$ cat src/rtl/hilo_muldiv.sv
// ---------------------------------------------------------------------------
// hilo_muldiv
//
// Iterative multiply/divide unit holding the MIPS-style HI/LO register pair.
// A start request launches a 32-cycle radix-2 iteration on the operand
// magnitudes, followed by a single fix-up cycle. That fix-up cycle restores
// signs and handles divide-by-zero, then writes HI/LO.
//
// Ports
//   clk     : rising-edge clock
//   rst_b   : asynchronous active-low reset
//   start   : launch an operation (sampled with op, data_1, data_2)
//   op      : MULT / MULTU / DIV / DIVU select
//   data_1  : multiplicand or dividend (rs)
//   data_2  : multiplier or divisor (rt)
//   mthi    : write wdata into HI (honoured only when idle and not starting)
//   mtlo    : write wdata into LO (honoured only when idle and not starting)
//   wdata   : write data for mthi / mtlo
//   hi      : HI register (remainder or product[63:32])
//   lo      : LO register (quotient or product[31:0])
//   busy    : operation in flight; pipeline stalls mfhi/mflo on it
//   done    : one-cycle pulse when HI/LO first show a new result
// ---------------------------------------------------------------------------
module hilo_muldiv #(
  parameter int         WIDTH    = 32,
  parameter logic [1:0] OP_MULT  = 2'b00,
  parameter logic [1:0] OP_MULTU = 2'b01,
  parameter logic [1:0] OP_DIV   = 2'b10,
  parameter logic [1:0] OP_DIVU  = 2'b11
) (
  input  logic             clk,
  input  logic             rst_b,
  input  logic             start,
  input  logic [1:0]       op,
  input  logic [WIDTH-1:0] data_1,
  input  logic [WIDTH-1:0] data_2,
  input  logic             mthi,
  input  logic             mtlo,
  input  logic [WIDTH-1:0] wdata,
  output logic [WIDTH-1:0] hi,
  output logic [WIDTH-1:0] lo,
  output logic             busy,
  output logic             done
);

  localparam int                CNT_W    = $clog2(WIDTH);
  localparam logic [CNT_W-1:0]  CNT_LAST = CNT_W'(WIDTH - 1);

  typedef enum logic [1:0] {
    S_IDLE = 2'd0,
    S_CALC = 2'd1,
    S_FIX  = 2'd2
  } state_t;

  // Control state
  state_t             state_q, state_d;
  logic [CNT_W-1:0]   cnt_q, cnt_d;
  logic               done_q, done_d;

  // Operation context captured at start
  logic [1:0]         op_q, op_d;
  logic               sign_a_q, sign_a_d;
  logic               sign_b_q, sign_b_d;
  logic [WIDTH-1:0]   a_raw_q, a_raw_d;
  logic [WIDTH-1:0]   b_mag_q, b_mag_d;

  // Shared working register: {partial product, multiplier} for multiplies,
  // {partial remainder, dividend/quotient} for divides.
  logic [2*WIDTH-1:0] acc_q, acc_d;

  // Architectural result registers
  logic [WIDTH-1:0]   hi_q, hi_d;
  logic [WIDTH-1:0]   lo_q, lo_d;

  // Operand preparation
  logic               op_signed;
  logic               neg_a;
  logic               neg_b;
  logic [WIDTH-1:0]   mag_a;
  logic [WIDTH-1:0]   mag_b;

  // Iteration datapath
  logic               is_div;
  logic [WIDTH:0]     mul_sum;
  logic [2*WIDTH-1:0] mul_next;
  logic [WIDTH:0]     div_shift;
  logic               div_ge;
  logic [WIDTH-1:0]   div_sub;
  logic [WIDTH-1:0]   div_rem;
  logic [2*WIDTH-1:0] div_next;

  // Fix-up results
  logic               div_zero;
  logic [WIDTH-1:0]   quo_mag;
  logic [WIDTH-1:0]   rem_mag;
  logic [WIDTH-1:0]   res_hi;
  logic [WIDTH-1:0]   res_lo;

  // Signed ops work on magnitudes; the signs are kept so the fix-up cycle can
  // restore them. Unsigned ops record both signs as positive, so the fix-up
  // for them degenerates to a pass-through.
  always_comb begin
    op_signed = (op == OP_MULT) || (op == OP_DIV);
    neg_a     = op_signed & data_1[WIDTH-1];
    neg_b     = op_signed & data_2[WIDTH-1];
    mag_a     = neg_a ? -data_1 : data_1;
    mag_b     = neg_b ? -data_2 : data_2;
  end

  // One iteration step for each operation class.
  // Multiply: add the multiplicand when the current multiplier bit is set,
  // then shift the 65-bit {carry, partial, multiplier} right by one.
  // Divide: shift the next dividend bit into the partial remainder and
  // subtract the divisor if it fits. The subtraction only needs WIDTH bits
  // because the difference is always below the divisor when it is taken.
  always_comb begin
    is_div    = (op_q == OP_DIV) || (op_q == OP_DIVU);

    mul_sum   = {1'b0, acc_q[2*WIDTH-1:WIDTH]}
              + (acc_q[0] ? {1'b0, b_mag_q} : {(WIDTH+1){1'b0}});
    mul_next  = {mul_sum, acc_q[WIDTH-1:1]};

    div_shift = {acc_q[2*WIDTH-1:WIDTH], acc_q[WIDTH-1]};
    div_ge    = (div_shift >= {1'b0, b_mag_q});
    div_sub   = div_shift[WIDTH-1:0] - b_mag_q;
    div_rem   = div_ge ? div_sub : div_shift[WIDTH-1:0];
    div_next  = {div_rem, acc_q[WIDTH-2:0], div_ge};
  end

  // Final result formation in the fix-up cycle.
  // A signed multiply negates the whole 64-bit product when the signs
  // differ. A signed divide negates the quotient on differing signs, and
  // gives the remainder the dividend's sign. The -2^31 / -1 case needs no
  // special path: both signs are negative, so the magnitude quotient
  // 0x80000000 passes through unchanged. Divide by zero bypasses the
  // iteration result entirely.
  always_comb begin
    div_zero = (b_mag_q == '0);
    quo_mag  = acc_q[WIDTH-1:0];
    rem_mag  = acc_q[2*WIDTH-1:WIDTH];
    {res_hi, res_lo} = acc_q;
    case (op_q)
      OP_MULT: begin
        if (sign_a_q ^ sign_b_q) begin
          {res_hi, res_lo} = -acc_q;
        end
      end
      OP_MULTU: begin
        {res_hi, res_lo} = acc_q;
      end
      OP_DIV, OP_DIVU: begin
        if (div_zero) begin
          res_lo = '1;
          res_hi = a_raw_q;
        end else begin
          res_lo = (sign_a_q ^ sign_b_q) ? -quo_mag : quo_mag;
          res_hi = sign_a_q ? -rem_mag : rem_mag;
        end
      end
      default: begin
        {res_hi, res_lo} = acc_q;
      end
    endcase
  end

  // FSM next-state and register updates.
  // IDLE accepts start with priority over mthi/mtlo. CALC runs exactly
  // WIDTH iterations. FIX commits HI/LO and raises done for the next cycle.
  // HI/LO are untouched in every other situation.
  always_comb begin
    state_d  = state_q;
    cnt_d    = cnt_q;
    done_d   = 1'b0;
    op_d     = op_q;
    sign_a_d = sign_a_q;
    sign_b_d = sign_b_q;
    a_raw_d  = a_raw_q;
    b_mag_d  = b_mag_q;
    acc_d    = acc_q;
    hi_d     = hi_q;
    lo_d     = lo_q;

    case (state_q)
      S_IDLE: begin
        if (start) begin
          state_d  = S_CALC;
          cnt_d    = '0;
          op_d     = op;
          sign_a_d = neg_a;
          sign_b_d = neg_b;
          a_raw_d  = data_1;
          b_mag_d  = mag_b;
          acc_d    = {{WIDTH{1'b0}}, mag_a};
        end else begin
          if (mthi) begin
            hi_d = wdata;
          end
          if (mtlo) begin
            lo_d = wdata;
          end
        end
      end
      S_CALC: begin
        acc_d = is_div ? div_next : mul_next;
        if (cnt_q == CNT_LAST) begin
          state_d = S_FIX;
          cnt_d   = '0;
        end else begin
          cnt_d = cnt_q + CNT_W'(1);
        end
      end
      S_FIX: begin
        hi_d    = res_hi;
        lo_d    = res_lo;
        done_d  = 1'b1;
        state_d = S_IDLE;
      end
      default: begin
        state_d = S_IDLE;
        cnt_d   = '0;
      end
    endcase
  end

  // State and datapath registers. Reset abandons any operation in flight;
  // because HI/LO only load in FIX, no partial result can reach them.
  always_ff @(posedge clk or negedge rst_b) begin
    if (!rst_b) begin
      state_q  <= S_IDLE;
      cnt_q    <= '0;
      done_q   <= 1'b0;
      op_q     <= 2'b00;
      sign_a_q <= 1'b0;
      sign_b_q <= 1'b0;
      a_raw_q  <= '0;
      b_mag_q  <= '0;
      acc_q    <= '0;
      hi_q     <= '0;
      lo_q     <= '0;
    end else begin
      state_q  <= state_d;
      cnt_q    <= cnt_d;
      done_q   <= done_d;
      op_q     <= op_d;
      sign_a_q <= sign_a_d;
      sign_b_q <= sign_b_d;
      a_raw_q  <= a_raw_d;
      b_mag_q  <= b_mag_d;
      acc_q    <= acc_d;
      hi_q     <= hi_d;
      lo_q     <= lo_d;
    end
  end

  assign busy = (state_q != S_IDLE);
  assign done = done_q;
  assign hi   = hi_q;
  assign lo   = lo_q;

endmodule

$ cat config.mk
export PLATFORM = sky130hd
export DESIGN_NAME = hilo_muldiv
export DESIGN_NICKNAME = d
export VERILOG_FILES = /design/src/rtl/hilo_muldiv.sv
export SDC_FILE = /design/constraint.sdc
export NUM_CORES = 1
export LEC_CHECK = 0
export BUFFER_PORTS_ARGS = -buffer_cell sky130_fd_sc_hd__buf_4
export CORE_MARGIN = 2
export CORE_UTILIZATION = 40
export CTS_CLUSTER_DIAMETER = 200
export CTS_CLUSTER_SIZE = 40
export DETAILED_ROUTE_END_ITERATION = 12
export MAX_ROUTING_LAYER = met4
export PLACE_DENSITY = 0.65
export SETUP_SLACK_MARGIN = 0.2
export SYNTH_ARGS = -nofsm -noshare
export SYNTH_HDL_FRONTEND = slang
export SYNTH_SLANG_ARGS = --single-unit
$ cat constraint.sdc
create_clock -name clk -period 4.6 [get_ports clk]
set_input_delay 0.46 -clock clk [delete_from_list [all_inputs] [get_ports clk]]
set_output_delay 0.46 -clock clk [all_outputs]
set_load 0.02 [all_outputs]
==> results of run 1 <==
flip-flops by register name, summed over array words and instances, names as in the netlist:
register  flops
sign_a_q      1
done          1
b_mag_q      32
op_q          2
sign_b_q      1
lo           32
hi           32
cnt_q         5
acc_q        64
state_q       2
a_raw_q      32
cell usage in the layout (no fill, tap or decap), types with 10 or more instances in the layout:
cell and n:
sky130_fd_sc_hd__a211oi_1 14, sky130_fd_sc_hd__a21o_1 31, sky130_fd_sc_hd__a21oi_1 178, sky130_fd_sc_hd__a22oi_1 26, sky130_fd_sc_hd__a31oi_1 20, sky130_fd_sc_hd__and2_1 12, sky130_fd_sc_hd__and3_1 10, sky130_fd_sc_hd__buf_4 221
sky130_fd_sc_hd__dfrtp_1 203, sky130_fd_sc_hd__ha_1 70, sky130_fd_sc_hd__inv_1 75, sky130_fd_sc_hd__mux2_2 11, sky130_fd_sc_hd__mux2i_1 40, sky130_fd_sc_hd__nand2_1 305, sky130_fd_sc_hd__nand2b_1 13, sky130_fd_sc_hd__nand3_1 22
sky130_fd_sc_hd__nand4_1 20, sky130_fd_sc_hd__nor2_1 157, sky130_fd_sc_hd__nor2b_1 14, sky130_fd_sc_hd__nor3_1 70, sky130_fd_sc_hd__nor4_1 23, sky130_fd_sc_hd__o211ai_1 14, sky130_fd_sc_hd__o21a_1 12, sky130_fd_sc_hd__o21ai_0 237
sky130_fd_sc_hd__o22ai_1 47, sky130_fd_sc_hd__o311ai_0 10, sky130_fd_sc_hd__o31ai_1 20, sky130_fd_sc_hd__or2_2 14, sky130_fd_sc_hd__or3_1 20, sky130_fd_sc_hd__xnor2_1 110, sky130_fd_sc_hd__xor2_1 62
stage by stage:
stage / area (µm²) / setup WS [ns] / std cells
after floorplan: 16620 / 1.422 / 2149
after global placement: 18520 / 0.7225 / 2765
after detailed placement: 18520 / 0.6547 / 2765
after CTS: 18780 / 0.5880 / 2776
after global routing: 18780 / 0.3223 / 2777
final: 18780 / 0.4922 / 2777
kinds of logic after synthesis:
kind of cell,synth area share [%]
AOI/OAI and AO/OA,25.49
xor gates and xnor gates,9.062
adders and majority gates,5.510
buffers and inverters,4.945
DFF,30.71
muxes,3.154
and+or+nand+nor,21.14
worst max path at each step:
stage,start,endpoint,cells after the start
floorplan,acc_q[0],acc_q[62],13
global placement,b_mag_q[0],acc_q[61],13
detailed placement,b_mag_q[0],acc_q[61],13
CTS,acc_q[32],acc_q[61],12
global route,acc_q[32],acc_q[61],12
finish,acc_q[32],acc_q[61],12
power groups by stage:
| stage | combinational, mW | clock (mW) | sequential (mW) |
|---|---|---|---|
| 3_3_place_gp | 10.8 | 0 | 3.80 |
| 4_1_cts | 10.9 | 1.03 | 3.79 |
| 6_report | 11.2 | 1.01 | 3.84 |
| 5_1_grt | 12.2 | 1.08 | 3.93 |
| 3_5_place_dp | 10.9 | 0 | 3.84 |
| 2_1_floorplan | 7.64 | 0 | 3.46 |
area by class of cell:
type,instances,share of cell area (%)
Tap cell,532,3.545
Antenna cell,1,0.01333
Inverter,76,1.519
Clock buffer,10,1.219
Timing Repair Buffer,224,9.121
Clock inverter,1,0.1599
Sequential cell,204,27.19
Multi-Input combinational cell,1729,57.23
worst max-delay path, cell delays in order, from the launching register on:
cell                       delay [ns]
sky130_fd_sc_hd__dfrtp_1         0.56
sky130_fd_sc_hd__ha_1            0.26
sky130_fd_sc_hd__inv_1           0.07
sky130_fd_sc_hd__fa_1            0.39
sky130_fd_sc_hd__nand2b_1        0.19
sky130_fd_sc_hd__a21oi_1         0.32
sky130_fd_sc_hd__o211ai_1        0.25
sky130_fd_sc_hd__a211oi_1        0.53
sky130_fd_sc_hd__nor3_1          0.19
sky130_fd_sc_hd__o31ai_1         0.62
sky130_fd_sc_hd__a221oi_1        0.21
sky130_fd_sc_hd__mux2i_1         0.16
sky130_fd_sc_hd__a32o_1          0.26
layer usage:
| metal | global-route usage [%] | share of wire, % | vias to the layer above |
|---|---|---|---|
| li1 | - | - | 7882 |
| met1 | 45.08 | 47 | 8376 |
| met2 | 44.32 | 42 | 750 |
| met3 | 4.675 | 8.0 | 94 |
| met4 | 7.019 | 2.4 | 0 |
| met5 | - | 0 | - |
==> insert_results.sql, run 1 <==
INSERT INTO impl_metrics (metric_group, metric, value, unit) VALUES
('outcome', 'result_of_the_run', 'finished, violations left', ''),
('outcome', 'violations', 'hold timing', ''),
('grt', 'largest_net_degree_at_the_start_of_global_routing', '99', ''),
('sta', 'final.period_utilization', '89.30', '%'),
('pwr', 'p_per_area', '853.4', 'mW/mm²'),
('routing', 'wl', '66100', 'µm'),
('setup_path', 'crit-reg2reg-launch', 'acc_q[32]', ''),
('pwr', 'combPwrFrac', '69.7', '%'),
('grt', 'via_count_of_the_first_global_routing_pass', '16230', ''),
('routing', 'vias_per_cell', '6.158', ''),
('routing', 'detail_route.wl_per_cell', '23.80', 'µm'),
('finish', 'syn2layout_area_growth', '12.97', '%'),
('clocking', 'clock_transition_at_the_registers_of_the_reported_paths', '0.16', 'ns'),
('yosys', 'synthesis.area', '0.01662', 'mm²'),
('setup_path', 'endpoint_arrival_time_on_the_critical_path', '4.52', 'ns'),
('finish', 'final.fill_count', '4217', ''),
('yosys', 'postSynthNetCount', '2324', ''),
('clocking', 'clock_insertion_delay_at_the_later_pin_of_the_skew_report', '0.52', 'ns'),
('routing', 'antenna_violating_nets_post_route', '0', ''),
('grt', 'grt_pass1_wl', '101100', 'µm'),
('yosys', 'count_of_different_cell_masters_after_synthesis', '82', ''),
('sta', 'slew_headroom', '25.52', '%'),
('floorplan', 'floorplan_core_area', '0.04092', 'mm²'),
('sta', 'finClkSkew', '0.08160', 'ns'),
('grt', 'globalRoute.totalOverflow', '0', ''),
('yosys', 'yosysWarnings', '0', ''),
('floorplan', 'num_io_pins', '169', ''),
('setup_path', 'timing.rr.end', 'acc_q[61]', ''),
('pwr', 'power.total', '16.03', 'mW'),
('yosys', 'synth_edf_count', '0', ''),
('setup_path', 'data_required_time_of_the_worst_path', '5.01', 'ns'),
('yosys', 'synthesis.area_per_instance', '7.735', 'µm²'),
('routing', 'route.vias.total', '17100', ''),
('sta', 'tightest_slew', '1.114', 'ns'),
('run', 'maxCapViolCount', '0', ''),
('pwr', 'leakagePower', '8.240', 'nW'),
('clocking', 'cts-buffers-inserted', '9', ''),
('setup_path', 'worstSetupPathType', 'flop to flop', ''),
('clocking', 'cts_tree', 'done', ''),
('routing', 'initialDrtViolationCount', '1870', ''),
('grt', 'global_route_usage_over_all_layers', '30.73', '%'),
('finish', 'fin_util', '45.89', '%'),
('yosys', 'synth.top_cells.by_area', 'sky130_fd_sc_hd__dfrtp_1 (31%), sky130_fd_sc_hd__o21ai_0 (7.1%), sky130_fd_sc_hd__nand2_1 (6.9%)', ''),
('hold_path', 'worstHoldPathType', 'input pin to asynchronous set/reset pin', ''),
('sta', 'hold_worst_slack', '-0.03451', 'ns'),
('finish', 'multi_input_comb_area', '0.01075', 'mm²'),
('placement', 'port-buffer-count', '168', ''),
('yosys', 'synth_most_common_cell', 'sky130_fd_sc_hd__nand2_1', ''),
('yosys', 'netlist_instances', '2149', ''),
('setup_path', 'endpoint_kind', 'flop', ''),
('clocking', 'root_buffer', 'sky130_fd_sc_hd__clkbuf_16', ''),
('clocking', 'tritoncts_num_sinks', '204', ''),
('yosys', 'yosys-top-cells-count', 'sky130_fd_sc_hd__nand2_1 (306), sky130_fd_sc_hd__o21ai_0 (237), sky130_fd_sc_hd__dfrtp_1 (204)', ''),
('pwr', 'total_switching_power', '8.620', 'mW'),
('placement', 'globalplace.congestion', '1.011', ''),
('pwr', 'switching_share', '53.79', '%'),
('routing', 'remaining_drc_errors', '0', ''),
('setup_path', 'worstPathMaxFanout', '9', ''),
('yosys', 'yosys.area.top_type', 'sky130_fd_sc_hd__dfrtp_1', ''),
('sta', 'rsz_0062_raised_after_global_routing', 'false', ''),
('sta', 'report.final.hold_viol_count', '11', ''),
('clocking', 'post_cts_hold_buffer_count', '0', ''),
('finish', 'sequential_cell_area', '0.005106', 'mm²'),
('sta', 'minimum_clock_period_after_layout', '4.108', 'ns'),
('pwr', 'share_clk_of_total_power', '6.3', '%'),
('yosys', 'seq_area_frac_synth', '30.71', '%'),
('setup_path', 'reg2reg_depth', '12', ''),
('clocking', 'clock_path_buffers', '3', ''),
('yosys', 'post_synthesis_async_set_or_reset_flop_share', '100.0', '%'),
('floorplan', 'floorplan.initialDensity', '40.62', '%'),
('setup_path', 'worstSetupStartpointType', 'flop', '');
Note: power is estimated with default switching activity, not from simulation.
==> run 2, diff against run 1 <==
--- a/config.mk
+++ b/config.mk
@@ -5,6 +5,7 @@
 export SDC_FILE = /design/constraint.sdc
 export NUM_CORES = 1
 export LEC_CHECK = 0
+export ABC_AREA = 1
 export BUFFER_PORTS_ARGS = -buffer_cell sky130_fd_sc_hd__buf_4
 export CORE_MARGIN = 2
 export CORE_UTILIZATION = 40
@@ -12,7 +13,7 @@
 export CTS_CLUSTER_SIZE = 40
 export DETAILED_ROUTE_END_ITERATION = 12
 export MAX_ROUTING_LAYER = met4
-export PLACE_DENSITY = 0.65
+export PLACE_DENSITY = 0.64
 export SETUP_SLACK_MARGIN = 0.2
 export SYNTH_ARGS = -nofsm -noshare
 export SYNTH_HDL_FRONTEND = slang
==> run 2 against run 1 <==
Compared with the run above: sequential share of layout area is 4.0 points lower; largest power group unchanged; the run now ends clean; sequential power is essentially flat; combinational power up 28%; sequential cell count did not move; synthesized area grew 20%; final cell count increased by 49%; synthesized cell count increased by 58%.
==> insert_results.sql, run 2 <==
INSERT INTO impl_metrics (metric_group, metric, value, unit) VALUES
('outcome', 'result_of_the_run', 'finished clean', ''),
('clocking', 'cts-buffers-inserted', '9', ''),
('finish', 'fin_util', '44.95', '%'),
('sta', 'rsz_0062_raised_after_global_routing', 'false', ''),
('sta', 'slew_headroom', '35.41', '%'),
('clocking', 'cts_tree', 'done', ''),
('pwr', 'p_per_area', '873.1', 'mW/mm²'),
('yosys', 'yosysWarnings', '0', ''),
('yosys', 'yosys.area.top_type', 'sky130_fd_sc_hd__dfrtp_1', ''),
('setup_path', 'endpoint_arrival_time_on_the_critical_path', '3.72', 'ns'),
('clocking', 'post_cts_resized', '0', ''),
('placement', 'hpwl', '62960', 'µm'),
('sta', 'timing.final.ws_setup', '1.326', 'ns'),
('finish', 'top_register', 'acc_q', ''),
('finish', 'layout_commonest_cell', 'sky130_fd_sc_hd__nand2_1', ''),
('sta', 'final.period_utilization', '71.18', '%'),
('yosys', 'main_flop_type_after_synthesis', 'sky130_fd_sc_hd__dfrtp_1', ''),
('clocking', 'post_cts_hold_buffer_count', '1', ''),
('pwr', 'combPwrFrac', '74.5', '%'),
('pwr', 'share_clk_of_total_power', '5.4', '%'),
('yosys', 'synth.top_cells.by_area', 'sky130_fd_sc_hd__dfrtp_1 (26%), sky130_fd_sc_hd__nand2_1 (21%), sky130_fd_sc_hd__inv_1 (8.0%)', ''),
('yosys', 'postSynthRegisterBits', '204', ''),
('yosys', 'synthesis.area', '0.01992', 'mm²'),
('routing', 'detailedRoute.firstPassIterationCount', '6', ''),
('grt', 'globalRoute.totalOverflow', '0', ''),
('floorplan', 'floorplan_core_area', '0.04905', 'mm²'),
('clocking', 'clock_transition_at_the_registers_of_the_reported_paths', '0.17', 'ns'),
('clocking', 'root_buffer', 'sky130_fd_sc_hd__clkbuf_16', ''),
('yosys', 'synth_edf_count', '0', ''),
('yosys', 'synthesis.area_per_instance', '5.886', 'µm²'),
('floorplan', 'num_io_pins', '169', ''),
('grt', 'antenna_found_initial', '1', ''),
('sta', 'report.final.hold_viol_count', '0', ''),
('placement', 'globalplace.congestion', '1.067', ''),
('finish', 'syn2layout_area_growth', '10.67', '%'),
('yosys', 'yosys-top-cells-count', 'sky130_fd_sc_hd__nand2_1 (1,093), sky130_fd_sc_hd__inv_1 (425), sky130_fd_sc_hd__nor2_1 (425)', ''),
('pwr', 'worst_ir_drop_vdd', '0.0003632', 'V'),
('pwr', 'total_switching_power', '11.59', 'mW'),
('setup_path', 'data_required_time_of_the_worst_path', '5.04', 'ns'),
('routing', 'route.vias.total', '22370', ''),
('sta', 'timing.setup.tns', '0', 'ns'),
('yosys', 'seq_area_frac_synth', '25.62', '%'),
('setup_path', 'worstSetupStartpointType', 'flop', ''),
('yosys', 'postSynthNetCount', '3560', ''),
('grt', 'via_count_of_the_first_global_routing_pass', '20140', ''),
('routing', 'vias_per_cell', '5.410', ''),
('hold_path', 'worstHoldPathType', 'input pin to flop', ''),
('floorplan', 'rows', '81', ''),
('setup_path', 'worstSetupPathType', 'flop to flop', ''),
('yosys', 'netlist_instances', '3385', ''),
('placement', 'detailedPlace.worstSlack', '1.417', 'ns'),
('grt', 'global_route_usage_over_all_layers', '31.33', '%'),
('yosys', 'count_of_different_cell_masters_after_synthesis', '53', ''),
('sta', 'finClkSkew', '0.08299', 'ns'),
('sta', 'max_freq', '305.4', 'MHz'),
('pwr', 'leakagePower', '11.45', 'nW'),
('pwr', 'switching_share', '60.21', '%'),
('routing', 'initialDrtViolationCount', '2835', ''),
('grt', 'largest_net_degree_at_the_start_of_global_routing', '110', ''),
('yosys', 'synth_top_area_share', '25.62', '%'),
('routing', 'detail_route.wl_per_cell', '19.28', 'µm'),
('sta', 'minimum_clock_period_after_layout', '3.274', 'ns'),
('routing', 'remaining_drc_errors', '0', ''),
('finish', 'fraction_of_final_layout_cells_sized_beyond_drive_strength_1', '7.781', '%'),
('floorplan', 'floorplan.initialDensity', '40.62', '%'),
('sta', 'tightest_slew', '0.9665', 'ns'),
('run', 'maxCapViolCount', '0', ''),
('floorplan', 'die_width', '227.2', 'µm'),
('grt', 'grt_pass1_wl', '120400', 'µm'),
('pwr', 'power.total', '19.25', 'mW'),
('sta', 'report.final.slew_viol_count', '0', ''),
('finish', 'final.fill_count', '5450', ''),
('clocking', 'clock_path_buffers', '3', ''),
('sta', 'setup-violations-final', '0', ''),
('pwr', 'power.sequential.fraction', '20.0', '%'),
('clocking', 'tritoncts_num_sinks', '204', ''),
('routing', 'antenna_violating_nets_post_route', '0', ''),
('routing', 'wl', '79740', 'µm'),
('setup_path', 'endpoint_kind', 'flop', ''),
('clocking', 'cts_setup_buffers', '0', ''),
('yosys', 'post_synthesis_async_set_or_reset_flop_share', '100.0', '%'),
('placement', 'port-buffer-count', '168', ''),
('pwr', 'power.internal', '7.660', 'mW'),
('finish', 'max_ffs_per_register', '64', ''),
('clocking', 'htreeDepth', '1', ''),
('finish', 'most-common-layout-cells', 'sky130_fd_sc_hd__nand2_1 (1,093), sky130_fd_sc_hd__inv_1 (423), sky130_fd_sc_hd__nor2_1 (420)', ''),
('clocking', 'clock_insertion_delay_at_the_later_pin_of_the_skew_report', '0.54', 'ns'),
('setup_path', 'worstPathMaxFanout', '32', ''),
('floorplan', 'floorplan.die.height', '227.2', 'µm'),
('finish', 'final_net_count', '3644', ''),
('yosys', 'synth_most_common_cell', 'sky130_fd_sc_hd__nand2_1', ''),
('floorplan', 'dieArea', '0.05161', 'mm²');
## run 2: cell types whose count changed in the layout (fill, tap and decap cells not counted), moves of 22 or more
cell                      change
sky130_fd_sc_hd__a21o_1      -27
sky130_fd_sc_hd__a21oi_1     +22
sky130_fd_sc_hd__buf_4       -23
sky130_fd_sc_hd__inv_1      +348
sky130_fd_sc_hd__mux2i_1     -40
sky130_fd_sc_hd__nand2_1    +788
sky130_fd_sc_hd__nand3_1    +226
sky130_fd_sc_hd__nor2_1     +263
sky130_fd_sc_hd__nor3_1      -39
sky130_fd_sc_hd__o22ai_1     -46
sky130_fd_sc_hd__xnor2_1     -99
## run 2: critical path, stage by stage, from the launching register on
cell and delay (ns):
sky130_fd_sc_hd__dfrtp_1 0.43, sky130_fd_sc_hd__buf_4 0.35, sky130_fd_sc_hd__nand2_1 0.09, sky130_fd_sc_hd__inv_1 0.07, sky130_fd_sc_hd__ha_1 0.16, sky130_fd_sc_hd__inv_1 0.07, sky130_fd_sc_hd__fa_1 0.45, sky130_fd_sc_hd__o21ai_0 0.56
sky130_fd_sc_hd__nand2_1 0.10, sky130_fd_sc_hd__nand2_1 0.16, sky130_fd_sc_hd__nand2_1 0.07, sky130_fd_sc_hd__nand2_1 0.17, sky130_fd_sc_hd__nand2_1 0.12, sky130_fd_sc_hd__nand3_1 0.08, sky130_fd_sc_hd__nand3_1 0.08, sky130_fd_sc_hd__nand2_1 0.09
sky130_fd_sc_hd__inv_1 0.05, sky130_fd_sc_hd__nand2_1 0.06, sky130_fd_sc_hd__nand2_1 0.04
## run 2: final timing paths
kind	startpoint	depth (start not counted)	end	slack [ns]
setup / recovery	acc_q[0]	18	acc_q[61]	1.33
min in group asynchronous	rst_b	2	lo[11]	0.45
max in group asynchronous	rst_b	3	acc_q[42]	3.08
hold reg to reg	a_raw_q[29]	2	a_raw_q[29]	0.50
setup reg to reg	acc_q[0]	18	acc_q[61]	1.33
hold / removal	op[1]	3	op_q[1]	0.16
## run 2: kinds of logic after synthesis
group | count (synthesis) | share of synthesized area (%)
compound gates | 572 | 16.17
xor+xnor | 83 | 3.743
fa+ha+maj | 72 | 4.597
buf+inv | 565 | 11.07
flops | 204 | 25.62
simple gates | 1889 | 38.80
## run 2: power by group through the flow
stage	Sequential, mW	Combinational [mW]	Clock, mW
finish	3.86	14.3	1.05
global route	3.94	15.8	1.10
CTS	3.78	13.9	1.06
detailed placement	3.83	13.8	0
global placement	3.80	13.9	0
floorplan	3.71	9.40	0
## run 2: final cells by class
type | instances | area [µm²] | area share [%]
clock buffers | 10 | 229.0 | 1.038
flip-flops and latches | 204 | 5106 | 23.16
repair buffers | 201 | 1530 | 6.940
clock inverters | 2 | 35.03 | 0.1589
multi-input cells | 2616 | 12670 | 57.48
well taps | 664 | 830.8 | 3.768
inverters | 437 | 1643 | 7.451
diodes | 1 | 2.502 | 0.01135
## run 2: metal layers
layer  vias to the layer above  global-route usage [%]  routed length [µm]
met5                         -                       -                   0
met4                         0                   7.991                2302
met3                       125                   7.602                9376
met2                      1127                   42.96               32120
met1                     10150                   45.55               35940
li1                      10960                       -                   -
## run 2: through the flow
| step | area [µm²] | cells | hold WS (ns) |
|---|---|---|---|
| global route | 22050 | 4135 | 0.1795 |
| finish | 22050 | 4135 | 0.1636 |
| global placement | 21770 | 4121 | 0.4550 |
| CTS | 22050 | 4134 | 0.1567 |
| floorplan | 19920 | 3385 | 0.1644 |
| detailed placement | 21770 | 4121 | 0.4542 |
